===== src/rtl/pulse_handshake_tx_pkg.sv =====
// pulse_handshake_tx_pkg: shared state encodings and default sizing for the pulse handshake blocks
package pulse_handshake_tx_pkg;
    typedef enum logic [1:0] {
        PHS_IDLE = 2'd0,
        PHS_REQ  = 2'd1,
        PHS_ACKW = 2'd2
    } phs_state_t;
    localparam int DEF_CNT_W       = 4;
    localparam int DEF_SYNC_STAGES = 2;
endpackage


===== src/rtl/pulse_handshake_tx_sync_bit.sv =====
// sync_bit: N-flop single-bit synchroniser, resets to 0
module sync_bit #(
    parameter int N = 2
) (
    input  logic clk,
    input  logic rst_n,
    input  logic d,
    output logic q
);
    logic [N-1:0] ff;
    always_ff @(posedge clk or negedge rst_n)
        if (!rst_n) ff <= '0;
        else ff <= {ff[N-2:0], d};
    assign q = ff[N-1];
endmodule


===== src/rtl/pulse_handshake_tx.sv =====
// pulse_handshake_tx: queues input pulses and sends each one across a 4-phase req/ack handshake
module pulse_handshake_tx
    import pulse_handshake_tx_pkg::*;
#(
    parameter int CNT_W       = DEF_CNT_W,
    parameter int SYNC_STAGES = DEF_SYNC_STAGES
) (
    input  logic             clka,
    input  logic             rst_n,
    input  logic             pulse_ina,
    input  logic             ack_in,
    input  logic             clr_ovf,
    output logic             req_out,
    output logic             busy,
    output logic [CNT_W-1:0] pending_cnt,
    output logic             overflow,
    output logic             done_pulse
);
    localparam logic [CNT_W-1:0] CNT_MAX = '1;
    phs_state_t state;
    logic ack_sync, queued, launch, fire, dec, drop, inc;
    sync_bit #(.N(SYNC_STAGES)) u_ack_sync (.clk(clka), .rst_n(rst_n), .d(ack_in), .q(ack_sync));
    assign queued = pending_cnt != '0;
    assign launch = queued || pulse_ina;
    assign fire   = launch && (state == PHS_IDLE || (state == PHS_ACKW && !ack_sync));
    assign dec    = fire && queued;
    assign drop   = pulse_ina && pending_cnt == CNT_MAX && !dec;
    // a pulse launched straight from an empty queue never touches the counter
    assign inc    = pulse_ina && !(fire && !queued) && !drop;
    assign busy   = state != PHS_IDLE || queued;
    always_ff @(posedge clka or negedge rst_n) begin
        if (!rst_n) begin
            state       <= PHS_IDLE;
            req_out     <= 1'b0;
            pending_cnt <= '0;
            overflow    <= 1'b0;
            done_pulse  <= 1'b0;
        end else begin
            pending_cnt <= pending_cnt + CNT_W'(inc) - CNT_W'(dec);
            overflow    <= drop || (overflow && !clr_ovf);
            done_pulse  <= state == PHS_ACKW && !ack_sync;
            case (state)
                PHS_IDLE: if (launch) begin
                    state   <= PHS_REQ;
                    req_out <= 1'b1;
                end
                PHS_REQ: if (ack_sync) begin
                    state   <= PHS_ACKW;
                    req_out <= 1'b0;
                end
                PHS_ACKW: if (!ack_sync) begin
                    state   <= launch ? PHS_REQ : PHS_IDLE;
                    req_out <= launch;
                end
                default: begin
                    state   <= PHS_IDLE;
                    req_out <= 1'b0;
                end
            endcase
        end
    end
endmodule


===== config.mk =====
export PLATFORM = sky130hd
export DESIGN_NAME = pulse_handshake_tx
export DESIGN_NICKNAME = d
export VERILOG_FILES = /design/src/rtl/pulse_handshake_tx_pkg.sv /design/src/rtl/pulse_handshake_tx_sync_bit.sv /design/src/rtl/pulse_handshake_tx.sv
export SDC_FILE = /design/constraint.sdc
export NUM_CORES = 1
export LEC_CHECK = 0
export BUFFER_PORTS_ARGS = -buffer_cell sky130_fd_sc_hd__buf_2
export CELL_PAD_IN_SITES_DETAIL_PLACEMENT = 1
export CELL_PAD_IN_SITES_GLOBAL_PLACEMENT = 1
export CORE_MARGIN = 5
export CORE_UTILIZATION = 37
export DETAILED_ROUTE_END_ITERATION = 7
export GPL_ROUTABILITY_DRIVEN = 0
export PLACE_DENSITY = 0.72
export SETUP_SLACK_MARGIN = 0.02
export SYNTH_ARGS = -nofsm -noshare
export SYNTH_HDL_FRONTEND = slang
export SYNTH_HIERARCHICAL = 1
export SYNTH_SLANG_ARGS = --single-unit

===== constraint.sdc =====
create_clock -name clka -period 2.6 [get_ports clka]
set_input_delay 0.26 -clock clka [delete_from_list [all_inputs] [get_ports clka]]
set_output_delay 0.26 -clock clka [all_outputs]
set_load 0.005 [all_outputs]

# Word level (Yosys, flattened, before mapping)
# Cells that the tools add are included.
[totals]
romBits = 0
regBits = 11
wordCells = 46
latchBits = 0
mem_count = 0
inputBits = 5
ramBits = 0
out_inout_bits = 8
[op_classes]
bitwise = 0
n_eq_ne = 6
add_sub_neg = 2
mul = 0
reduce_logical = 23
n_mux = 9
div_mod_pow = 0
n_lt_le_gt_ge = 0
shift = 0
[ops]
columns = ["operator", "count"]
rows = [
  ["$logic_and A1 B1 Y1", 9],
  ["$logic_not A1 Y1", 6],
  ["$mux W2", 3],
  ["$pmux W2 S3", 1],
  ["$add A4 B1 Y4", 1],
  ["$eq A4 B4 Y1 const B", 1],
  ["$logic_or A1 B1 Y1", 4],
  ["$mux W1", 4],
  ["$ne A2 B2 Y1 const B", 2],
  ["$reduce_bool A4 Y1", 1],
  ["$sub A4 B1 Y4", 1],
  ["$pmux W1 S3", 1],
  ["$reduce_and A3 Y1", 1],
  ["$eq A2 B1 Y1 const B", 1],
  ["$eq A2 B2 Y1 const B", 1],
  ["$logic_not A2 Y1", 1],
  ["$ne A2 B1 Y1 const B", 1],
  ["$reduce_bool A2 Y1", 1],
]

# Depth between registers and ports, before layout
# Gate-level depths: netlist of the first run.
[depth]
ltp_word = 11
ltp_mapped = 9
depth_no_buf = 9

# By module
# Netlist of the first run, hierarchy kept.
[modules_own_cells]
columns = ["mod", "cells_each", "area_each_um2", "seq_area_each_um2", "n_inst"]
rows = [
  ["pulse_handshake_tx", 43, 469.2, 225.2, 1],
  ["sync_bit", 2, 50.0, 50.0, 1],
]

# Least setup slack after synthesis of the first run
# No wires, ideal clock.
[synth_timing]
path_type = "reg2reg"
from = "register pending_cnt[2]"
to = "register pending_cnt[3]"
period_less_slack_ns = 1.985
stages_incl_launch_ff = 10
setup_time_ns = 0.079
n_path_buf = 0
path_slack_ns = 0.615
arrival_ns = 1.906
required_ns = 2.521
path_cell_list = "dfrtp_1 -> inv_1 -> ha_1 -> or3b_4 -> nand2_1 -> or2_2 -> ha_1 -> a21o_1 -> a21oi_1 -> xor2_1"
[synth_via]
elab_chain_cells = 10
word_cells_on_any_way = 16
cone_classes = "add/sub (2); eq/ne (1); reduce/logical (13)"
[synth_rtl]
columns = ["item", "line", "source"]
rows = [
  ["start: declaration", "pulse_handshake_tx.sv:15", "output logic [CNT_W-1:0] pending_cnt,"],
  ["start signal: assignment", "pulse_handshake_tx.sv:39", "pending_cnt <= pending_cnt + CNT_W'(inc) - CNT_W'(dec);"],
  ["$reduce_bool A4 Y1", "pulse_handshake_tx.sv:23", "assign queued = pending_cnt != '0;"],
  ["$logic_or A1 B1 Y1", "pulse_handshake_tx.sv:24", "assign launch = queued || pulse_ina;"],
  ["$logic_and A1 B1 Y1", "pulse_handshake_tx.sv:25", "assign fire = launch && (state == PHS_IDLE || (state == PHS_ACKW && !ack_sync));"],
  ["$logic_and A1 B1 Y1", "pulse_handshake_tx.sv:26", "assign dec = fire && queued;"],
  ["$logic_not A1 Y1", "pulse_handshake_tx.sv:27", "assign drop = pulse_ina && pending_cnt == CNT_MAX && !dec;"],
  ["$logic_and A1 B1 Y1", "pulse_handshake_tx.sv:27", ""],
  ["$logic_not A1 Y1", "pulse_handshake_tx.sv:29", "assign inc = pulse_ina && !(fire && !queued) && !drop;"],
  ["$logic_and A1 B1 Y1", "pulse_handshake_tx.sv:29", ""],
  ["$add A4 B1 Y4", "pulse_handshake_tx.sv:39", ""],
  ["$sub A4 B1 Y4 *", "pulse_handshake_tx.sv:39", ""],
]
# Mark *: on every way between the ends. The rest lies on a longest branch, timed or not.
# A chain may end at the register's enable or synchronous reset.

# Worst setup path in the final report of the first run
# Same ends and word-level chain as after synthesis.

==> flow_summary.yaml, run 1 <==
status:
  status: "finished, final reports clean"
place:
  dp_hpwl_um: 880.6
  portBuffers: 12
  dp_slack_ns: 0.4374
  dp_cells: 72
yosys:
  yosysSeqAreaShare_pct: 53.01
  synth-compound-area-share_pct: 9.157
  synth_area_leaders: "dfrtp_1, ha_1, xor2_1"
  synth_top_family_by_area: "adder cells"
  syn_inst: 45
  synth-simple-area-share_pct: 13.98
  yosysTopAreaCell: "dfrtp_1"
  synth.avg_cell_area_um2: 11.54
  synthAdderAreaFrac_pct: 15.90
  netlist_area_um2: 519.2
  syn_nets: 56
  ys_types: 19
  synth_mux_area_share_pct: 0
  ys_seq_elements: 11
  yosysWarnings: 6
  synth_top_cell_area_share_pct: 53.01
  synthXorXnorAreaFrac_pct: 5.060
finish:
  area_delta_synth_final_pct: 22.17
  antenna_cells: 0
  mostFrequentLayoutCells: "buf_2, dfrtp_1, nand2_1, ha_1, inv_1"
  layout-drive-gt1-share_pct: 29.03
  instances_no_fill: 77
  final_common_cell: "buf_2"
  fin_util_pct: 48.15
  nNetsFinal: 74
floorplanning:
  die_width_um: 47.46
  die_area_um2: 2252
  io_pins: 13
  start_util_pct: 39.41
  core_um2: 1318
  die_h_um: 47.46
  rows: 13
timing:
  final.setup.tns_ns: 0
  hold_violations: 0
  report.final.slew_viol_count: 0
  worstMarginPinSlew_ns: 0.2673
  finClkSkew_ns: 0.001689
  finalSetupViolations: 0
  slew_headroom_pct: 82.18
  setup_ws_ns: 0.4396
  hold_ws_ns: 0.09175
  post-route-period-util_pct: 83.09
  rsz0062_at_grt: "false"
  min_period_ns: 2.160
  fmax_mhz: 462.9
power:
  p_clk_share_pct: 15.5
  seqPwrFrac_pct: 39.9
  power_density_nw_per_um2: 1214
  power_switching_mw: 0.3047
  p_int_mw: 0.4655
  vdd_drop_max_uv: 457.4
  p_sw_share_pct: 39.57
  p_comb_share_pct: 44.6
  leakagePower_nw: 0.3259
worst_setup_path:
  critPathLaunch: "pending_cnt[2]"
  r2r_cells: 9
  rr_endpoint: "pending_cnt[3]"
  timing.rr.start: "pending_cnt[2]"
  end_kind: "flop"
  cpMostUsedCell: "ha_1"
  r2r_slack_ns: 0.44
  cp.required_ns: 2.79
  crit_chain: "inv_1 > ha_1 > or3b_4 > nand2_1 > or2_2 > ha_1 > a21o_1 > a21oi_1 > xor2_1"
  path_class: "reg -> reg"
  crit_slowest_cell: "dfrtp_1"
  crit_fanout: 4
  cp_data_arrival_time_ns: 2.35
  critPathLaunchType: "flop"
  critPathMaxStageDelay_ns: 0.37
cts:
  clockBufferDepth: 2
  cts_root_buf: "clkbuf_4"
  clock_sink_count: 11
  tritoncts: "yes"
  htree_levels: 1
  numCtsBuffers: 3
  clk_latency_ns: 0.27
  clk_pin_slew_ns: 0.07
global_route:
  grtUsageMet2_pct: 20.32
  antenna_found_initial: 0
  grt_pass1_wl_mm: 1.869
  grt_use_met1_pct: 15.84
  grt_max_degree: 12
  grt_util_all_layers_pct: 13.01
  overflow: 0
  use_met3_pct: 5.639
  first_global_vias: 403
  busiest_layer: "met2"
worst_hold_path:
  hold_class: "in -> reg"
  hold_depth: 1
  hold_path.startpoint: "ack_in"
  holdPathEnd: "u_ack_sync/ff[0]"
route:
  postRouteAntennaNets: 0
  totalWireLength_mm: 1.100
  drc: 0
  vias_per_cell: 4.870
  routedWlPerCell_um: 14.29
  via_count: 375
  dr.first_iter.drc_count: 1
  firstDrtPassIters: 2
run:
  max-cap-violations: 0
## registers in the layout (all words and copies together), names as in the netlist
register / flops
pending_cnt: 4
state: 2
u_ack_sync/ff: 2
done_pulse: 1
overflow: 1
req_out: 1
## worst max-delay path: cells and delay by family, from the launching register on
family | cells | cell delay (ns)
adders and majority gates | 2 | 0.48
AOI/OAI and AO/OA | 2 | 0.35
DFF | 1 | 0.37
xor gates and xnor gates | 1 | 0.19
and+or+nand+nor | 3 | 0.62
buffers and inverters | 1 | 0.08
## cell usage after synthesis
library cell	number
nand2_1	5
nor3b_1	1
or2_2	1
or3_1	1
o22ai_1	1
xor2_1	3
ha_1	5
nor2_1	1
a21o_1	1
or3b_4	1
fa_1	1
nand4_1	1
nor2b_1	1
and2_1	1
a21oi_1	2
inv_1	4
o21ai_0	3
dfrtp_1	11
a21o_2	1
## logic make-up (layout without fill, tap and decap cells)
family | count (synthesis) | in the layout
AOI/OAI and AO/OA | 8 | 8
xor gates and xnor gates | 3 | 3
adders and majority gates | 6 | 6
buffers and inverters | 4 | 21
DFF | 11 | 11
and+or+nand+nor | 13 | 13
## layout make-up
class / instances / area (um2)
Tap cell: 15 / 18.77
Sequential cell: 11 / 275.3
Multi-Input combinational cell: 30 / 229.0
Clock buffer: 4 / 26.28
Inverter: 4 / 15.01
Fill cell: 155 / 683.2
Timing Repair Buffer: 13 / 70.07
## routing by layer
layer  up-vias  routed length [um]
met5         -                   0
met4         0                   0
met3         0                  66
met2        12                 570
met1       180                 463
li1        183                   -
## how the worst max path moves through the flow
stage                          end  slack (ns)  cells after the start
floorplan           pending_cnt[3]        0.61                      9
global placement    pending_cnt[2]        0.57                      8
detailed placement  pending_cnt[3]        0.44                      9
CTS                 pending_cnt[3]        0.40                      9
global route        pending_cnt[3]        0.29                      9
finish              pending_cnt[3]        0.44                      9
## per-stage QoR
step                power [mW]  cell area (um2)
global route            0.8465            634.4
CTS                     0.7871            634.4
detailed placement      0.6597            598.1
finish                  0.7702            634.4
floorplan               0.5218            519.2
global placement        0.6235            598.1
## power groups by stage
stage                     registers (mW)  logic, mW  clock network, mW
after global routing               0.317      0.395              0.134
after global placement             0.307      0.317                  0
after CTS                          0.307      0.357              0.123
after floorplan                    0.301      0.221                  0
final                              0.307      0.343              0.120
after detailed placement           0.310      0.350                  0
## what timing repair did
action	CTS	global route
hold endpoints to repair	11	0
hold buffers	1	0
buffers inserted	0	0
gates resized for setup	0	0
endpoints found under the setup margin	0	0
Note: power is estimated with default switching activity, not from simulation.
==> inputs of run 2 (changes only) <==
Clock period 2.6 ns to 2 ns, I/O delays scaled along.
==> flow_summary.yaml, run 2 (synthesis gave the netlist of run 1 again) <==
route:
  drc: 0
  vias_per_cell: 4.798
  totalWireLength_mm: 1.454
  via_count: 451
  postRouteAntennaNets: 0
  firstDrtPassIters: 3
  routedWlPerCell_um: 15.47
  dr.first_iter.drc_count: 1
global_route:
  grt_max_degree: 12
  grt_util_all_layers_pct: 16.51
  overflow: 0
  antenna_found_initial: 0
  grt_pass1_wl_mm: 2.408
  first_global_vias: 494
cts:
  clockBufferDepth: 2
  numCtsBuffers: 3
  tritoncts: "yes"
  clock_sink_count: 11
  htree_levels: 1
  cts_root_buf: "clkbuf_4"
  clk_latency_ns: 0.28
  clk_pin_slew_ns: 0.08
finish:
  final_common_cell: "buf_4"
  seq_area_um2: 275.3
  largest-register: "pending_cnt"
  mostFrequentLayoutCells: "buf_4, buf_2, dfrtp_1"
  largest_reg_flops: 4
  nNetsFinal: 91
  fin_util_pct: 60.11
  antenna_cells: 0
  fillerInstances: 148
  layout-drive-gt1-share_pct: 53.16
  multi_input_comb_area_um2: 255.2
  area_delta_synth_final_pct: 52.53
  reg.largest.list: "pending_cnt x4, state x2, u_ack_sync/ff x2"
worst_setup_path:
  cp.required_ns: 1.80
  r2r_slack_ns: -0.01
  crit_slowest_cell: "dfrtp_1"
  crit_family: "simple AND/OR/NAND/NOR gates"
  crit_chain: "inv_2 > ha_4 > or3b_4 > buf_6 > or3_1 > buf_2"
  crit_end: "busy"
  crit_cells: 6
  critPathLaunchType: "flop"
  timing.rr.start: "pending_cnt[2]"
  cp_data_arrival_time_ns: 1.82
  critPathLaunch: "pending_cnt[2]"
  cp_num_buf_inv: 3
  critPathMaxStageDelay_ns: 0.40
  path_class: "reg -> out"
  crit_fanout: 2
  rr_endpoint: "pending_cnt[3]"
  r2r_cells: 11
  end_kind: "primary output"
power:
  power_density_nw_per_um2: 1696
  p_int_mw: 0.8362
  leakagePower_nw: 0.4041
  p_clk_share_pct: 12.2
  seqPwrFrac_pct: 27.9
  power_switching_mw: 0.5069
  vdd_drop_max_uv: 676.3
  p_comb_share_pct: 59.8
  p_sw_share_pct: 37.74
timing:
  report.final.slew_viol_count: 0
  post-route-period-util_pct: 101.1
  rsz0062_at_grt: "true"
  hold_ws_ns: 0.02408
  finClkSkew_ns: 0.006456
  worstMarginPinSlew_ns: 0.2460
  hold_violations: 0
  final.setup.tns_ns: -0.02843
  min_period_ns: 2.021
  finalSetupViolations: 2
  setup_ws_ns: -0.02133
  fmax_mhz: 494.7
  slew_headroom_pct: 83.42
floorplanning:
  die_width_um: 47.46
  die_h_um: 47.46
  io_pins: 13
  rows: 13
  start_util_pct: 39.41
  core_um2: 1318
  die_area_um2: 2252
worst_hold_path:
  hold_depth: 1
  hold_class: "in -> reg"
  hold_path.startpoint: "ack_in"
run:
  max-cap-violations: 0
place:
  portBuffers: 12
  dp_hpwl_um: 861.6
status:
  violations: "setup timing"
  status: "finished with violations"
[run 2: what timing repair did]
| action | CTS | global route |
|---|---|---|
| buffers inserted | 9 | 2 |
| endpoints found under the hold margin | 11 | 0 |
| hold buffers | 1 | 0 |
| resized for setup | 7 | 2 |
| pin swaps | 3 | 2 |
| setup endpoints to repair | 3 | 4 |
[run 2: through the flow]
stage / instances / worst slack (ns) / area (um2) / power [mW]
after floorplan: 45 / 0.02914 / 523.0 / 0.6956
after global placement: 78 / 0.01600 / 646.9 / 0.9033
after detailed placement: 78 / -0.05315 / 646.9 / 0.9347
after CTS: 92 / -0.007444 / 772.0 / 1.264
after global routing: 94 / -0.1019 / 792.0 / 1.455
final: 94 / -0.02133 / 792.0 / 1.343
[run 2: worst register-to-register path, stage by stage (launching register included)]
cell and delay [ns]:
dfrtp_1 0.37, inv_2 0.06, buf_4 0.13, buf_4 0.13, buf_4 0.12, buf_4 0.12
buf_4 0.12, buf_4 0.12, buf_4 0.12, ha_1 0.31, a21oi_2 0.18, xor2_1 0.16
[run 2: metal layers]
| metal | GRT usage [%] | up-vias | part of all wire [%] |
|---|---|---|---|
| met5 | 0 | - | 0 |
| met4 | 4.972 | 0 | 1.7 |
| met3 | 5.639 | 3 | 6.1 |
| met2 | 26.74 | 12 | 48 |
| met1 | 20.75 | 215 | 44 |
| li1 | - | 221 | - |
[run 2: how the worst min path moves through the flow]
stage | endpoint | slack (ns)
after floorplan | done_pulse | -0.1
after global placement | state[1] | 0.08
after detailed placement | state[1] | 0.08
after CTS | u_ack_sync/ff[0] | 0.03
after global routing | u_ack_sync/ff[0] | 0.01
final | u_ack_sync/ff[0] | 0.02
[run 2: power groups by stage]
stage	Combinational [mW]	Sequential [mW]	Clock [mW]
global placement	0.533	0.371	0
CTS	0.725	0.375	0.164
global route	0.880	0.389	0.185
floorplan	0.304	0.391	0
detailed placement	0.557	0.378	0
finish	0.804	0.375	0.164
[run 2: layout make-up]
type                       instances  area share [%]
tap                               15           2.370
timing repair buffer              30           25.43
multi-input combinational         30           32.23
clock buffer                       4           3.318
sequential                        11           34.76
inverter                           4           1.896
==> inputs of run 3 (changes only) <==
--- a/config.mk
+++ b/config.mk
@@ -16,2 +16,3 @@
 export SETUP_SLACK_MARGIN = 0.02
+export SLEW_MARGIN = 25
 export SYNTH_ARGS = -nofsm -noshare
--- a/constraint.sdc
+++ b/constraint.sdc
@@ -3,2 +3,2 @@
 set_output_delay 0.2 -clock clka [all_outputs]
-set_load 0.005 [all_outputs]
+set_load 0.1 [all_outputs]
==> flow_summary.yaml, run 3 (synthesis gave the netlist of run 1 again) <==
finish:
  largest-register: "pending_cnt"
  antenna_cells: 0
  final_common_cell: "buf_2"
  largest_reg_flops: 4
  area_delta_synth_final_pct: 44.58
  mostFrequentLayoutCells: "buf_2, dfrtp_1, buf_4"
  final_area_um2: 750.7
  layout-drive-gt1-share_pct: 55.07
  instances_no_fill: 84
  nNetsFinal: 81
  reg.largest.list: "pending_cnt x4, state x2, u_ack_sync/ff x2"
worst_setup_path:
  end_kind: "primary output"
  cp_data_arrival_time_ns: 1.85
  crit_chain: "inv_2 > ha_1 > or3b_4 > or3_4 > buf_12"
  cp_num_buf_inv: 2
  crit_slowest_cell: "dfrtp_4"
  cp.required_ns: 1.80
  critPathLaunch: "pending_cnt[2]"
  path_class: "reg -> out"
  critPathLaunchType: "flop"
  timing.rr.start: "pending_cnt[2]"
  crit_family: "simple AND/OR/NAND/NOR gates"
  critPathMaxStageDelay_ns: 0.48
  crit_fanout: 3
cts:
  cts_root_buf: "clkbuf_4"
  tritoncts: "yes"
  numCtsBuffers: 3
  clk_pin_slew_ns: 0.07
  clk_latency_ns: 0.27
  clockBufferDepth: 2
  clock_sink_count: 11
  htree_levels: 1
route:
  dr.first_iter.drc_count: 0
  routedWlPerCell_um: 13.04
  vias_per_cell: 4.726
  firstDrtPassIters: 1
  totalWireLength_mm: 1.095
  drc: 0
  via_count: 397
  postRouteAntennaNets: 0
timing:
  rsz0062_at_grt: "true"
  fmax_mhz: 486.7
  slew_headroom_pct: 67.50
  report.final.slew_viol_count: 0
  post-route-period-util_pct: 102.7
  worstMarginPinSlew_ns: 0.4909
  finalSetupViolations: 3
  finClkSkew_ns: 0.003597
  setup_ws_ns: -0.05486
  hold_violations: 0
  min_period_ns: 2.055
global_route:
  grt_util_all_layers_pct: 13.21
  grt_pass1_wl_mm: 1.938
  overflow: 0
  first_global_vias: 452
  antenna_found_initial: 0
  grt_max_degree: 12
place:
  placed_area_um2: 660.6
  dp_cells: 77
  portBuffers: 12
  dp_hpwl_um: 863.3
floorplanning:
  die_width_um: 47.46
  core_um2: 1318
  die_area_um2: 2252
  die_h_um: 47.46
  rows: 13
  io_pins: 13
  start_util_pct: 39.41
worst_hold_path:
  hold_class: "in -> reg"
  hold_path.startpoint: "ack_in"
run:
  max-cap-violations: 0
status:
  status: "finished with violations"
  violations: "setup timing"
-- run 3: changes by cell type in the layout (fill, tap and decap cells not counted), moves of 2 or more --
cell     previous run  this run
buf_4              16         7
dfrtp_4             0         2
dfrtp_1            11         7
dfrtp_2             0         2
-- run 3: worst reg2reg max path: stages, from the launching register on --
cell	delay, ns
dfrtp_4	0.48
inv_2	0.06
ha_1	0.12
or3b_4	0.39
nand2_2	0.09
o22ai_2	0.07
ha_2	0.20
fa_2	0.36
xor2_1	0.15
-- run 3: cell type report --
class | instances | area (um2)
clock buffer | 3 | 22.52
clock inverter | 1 | 5.005
fill | 145 | 566.8
inverter | 4 | 15.01
multi-input combinational | 30 | 266.5
sequential | 11 | 285.3
tap | 15 | 18.77
timing repair buffer | 20 | 137.6
-- run 3: worst paths after layout --
path / endpoint / slack [ns] / depth (start not counted)
setup reg to reg: pending_cnt[2] / -0.04 / 8
hold reg to reg: u_ack_sync/ff[1] / 0.36 / 0
hold / removal: u_ack_sync/ff[0] / 0.03 / 1
max in group asynchronous: pending_cnt[3] / 1.47 / 2
setup / recovery: busy / -0.05 / 5
min in group asynchronous: u_ack_sync/ff[1] / 0.31 / 2
-- run 3: timing repair --
| item | in CTS | in global routing |
|---|---|---|
| hold buffers | 1 | 0 |
| resized for setup | 7 | 0 |
| setup buffers | 2 | 0 |
| pin swaps | 2 | 0 |
| setup endpoints to repair | 4 | 4 |
| hold endpoints to repair | 11 | 0 |
-- run 3: metal layers --
layer,up-vias,global-route usage (%),wire length [um],part of all wire (%)
met5,-,0,0,0
met4,0,9.945,26,2.4
met3,4,5.263,73,6.7
met1,184,13.85,459,42
li1,198,-,-,-
met2,11,21.12,536,49
-- run 3: per-stage QoR --
stage	setup slack, ns	TNS, ns	utilization [%]	hold slack [ns]
final	-0.05486	-0.09998	56.98	0.03223
after global routing	-0.1172	-0.3986	56.98	0.01231
after floorplan	-0.1270	-0.4678	-	-0.09559
after global placement	0.008918	0	50.14	0.07906
after detailed placement	0.004841	0	50.14	0.07692
after CTS	-0.07112	-0.1307	56.98	0.01101
Power of run 3 is left out: the tool's default activity adds up to more than one toggle a clock period on the data nets, which glitch-free logic cannot reach.
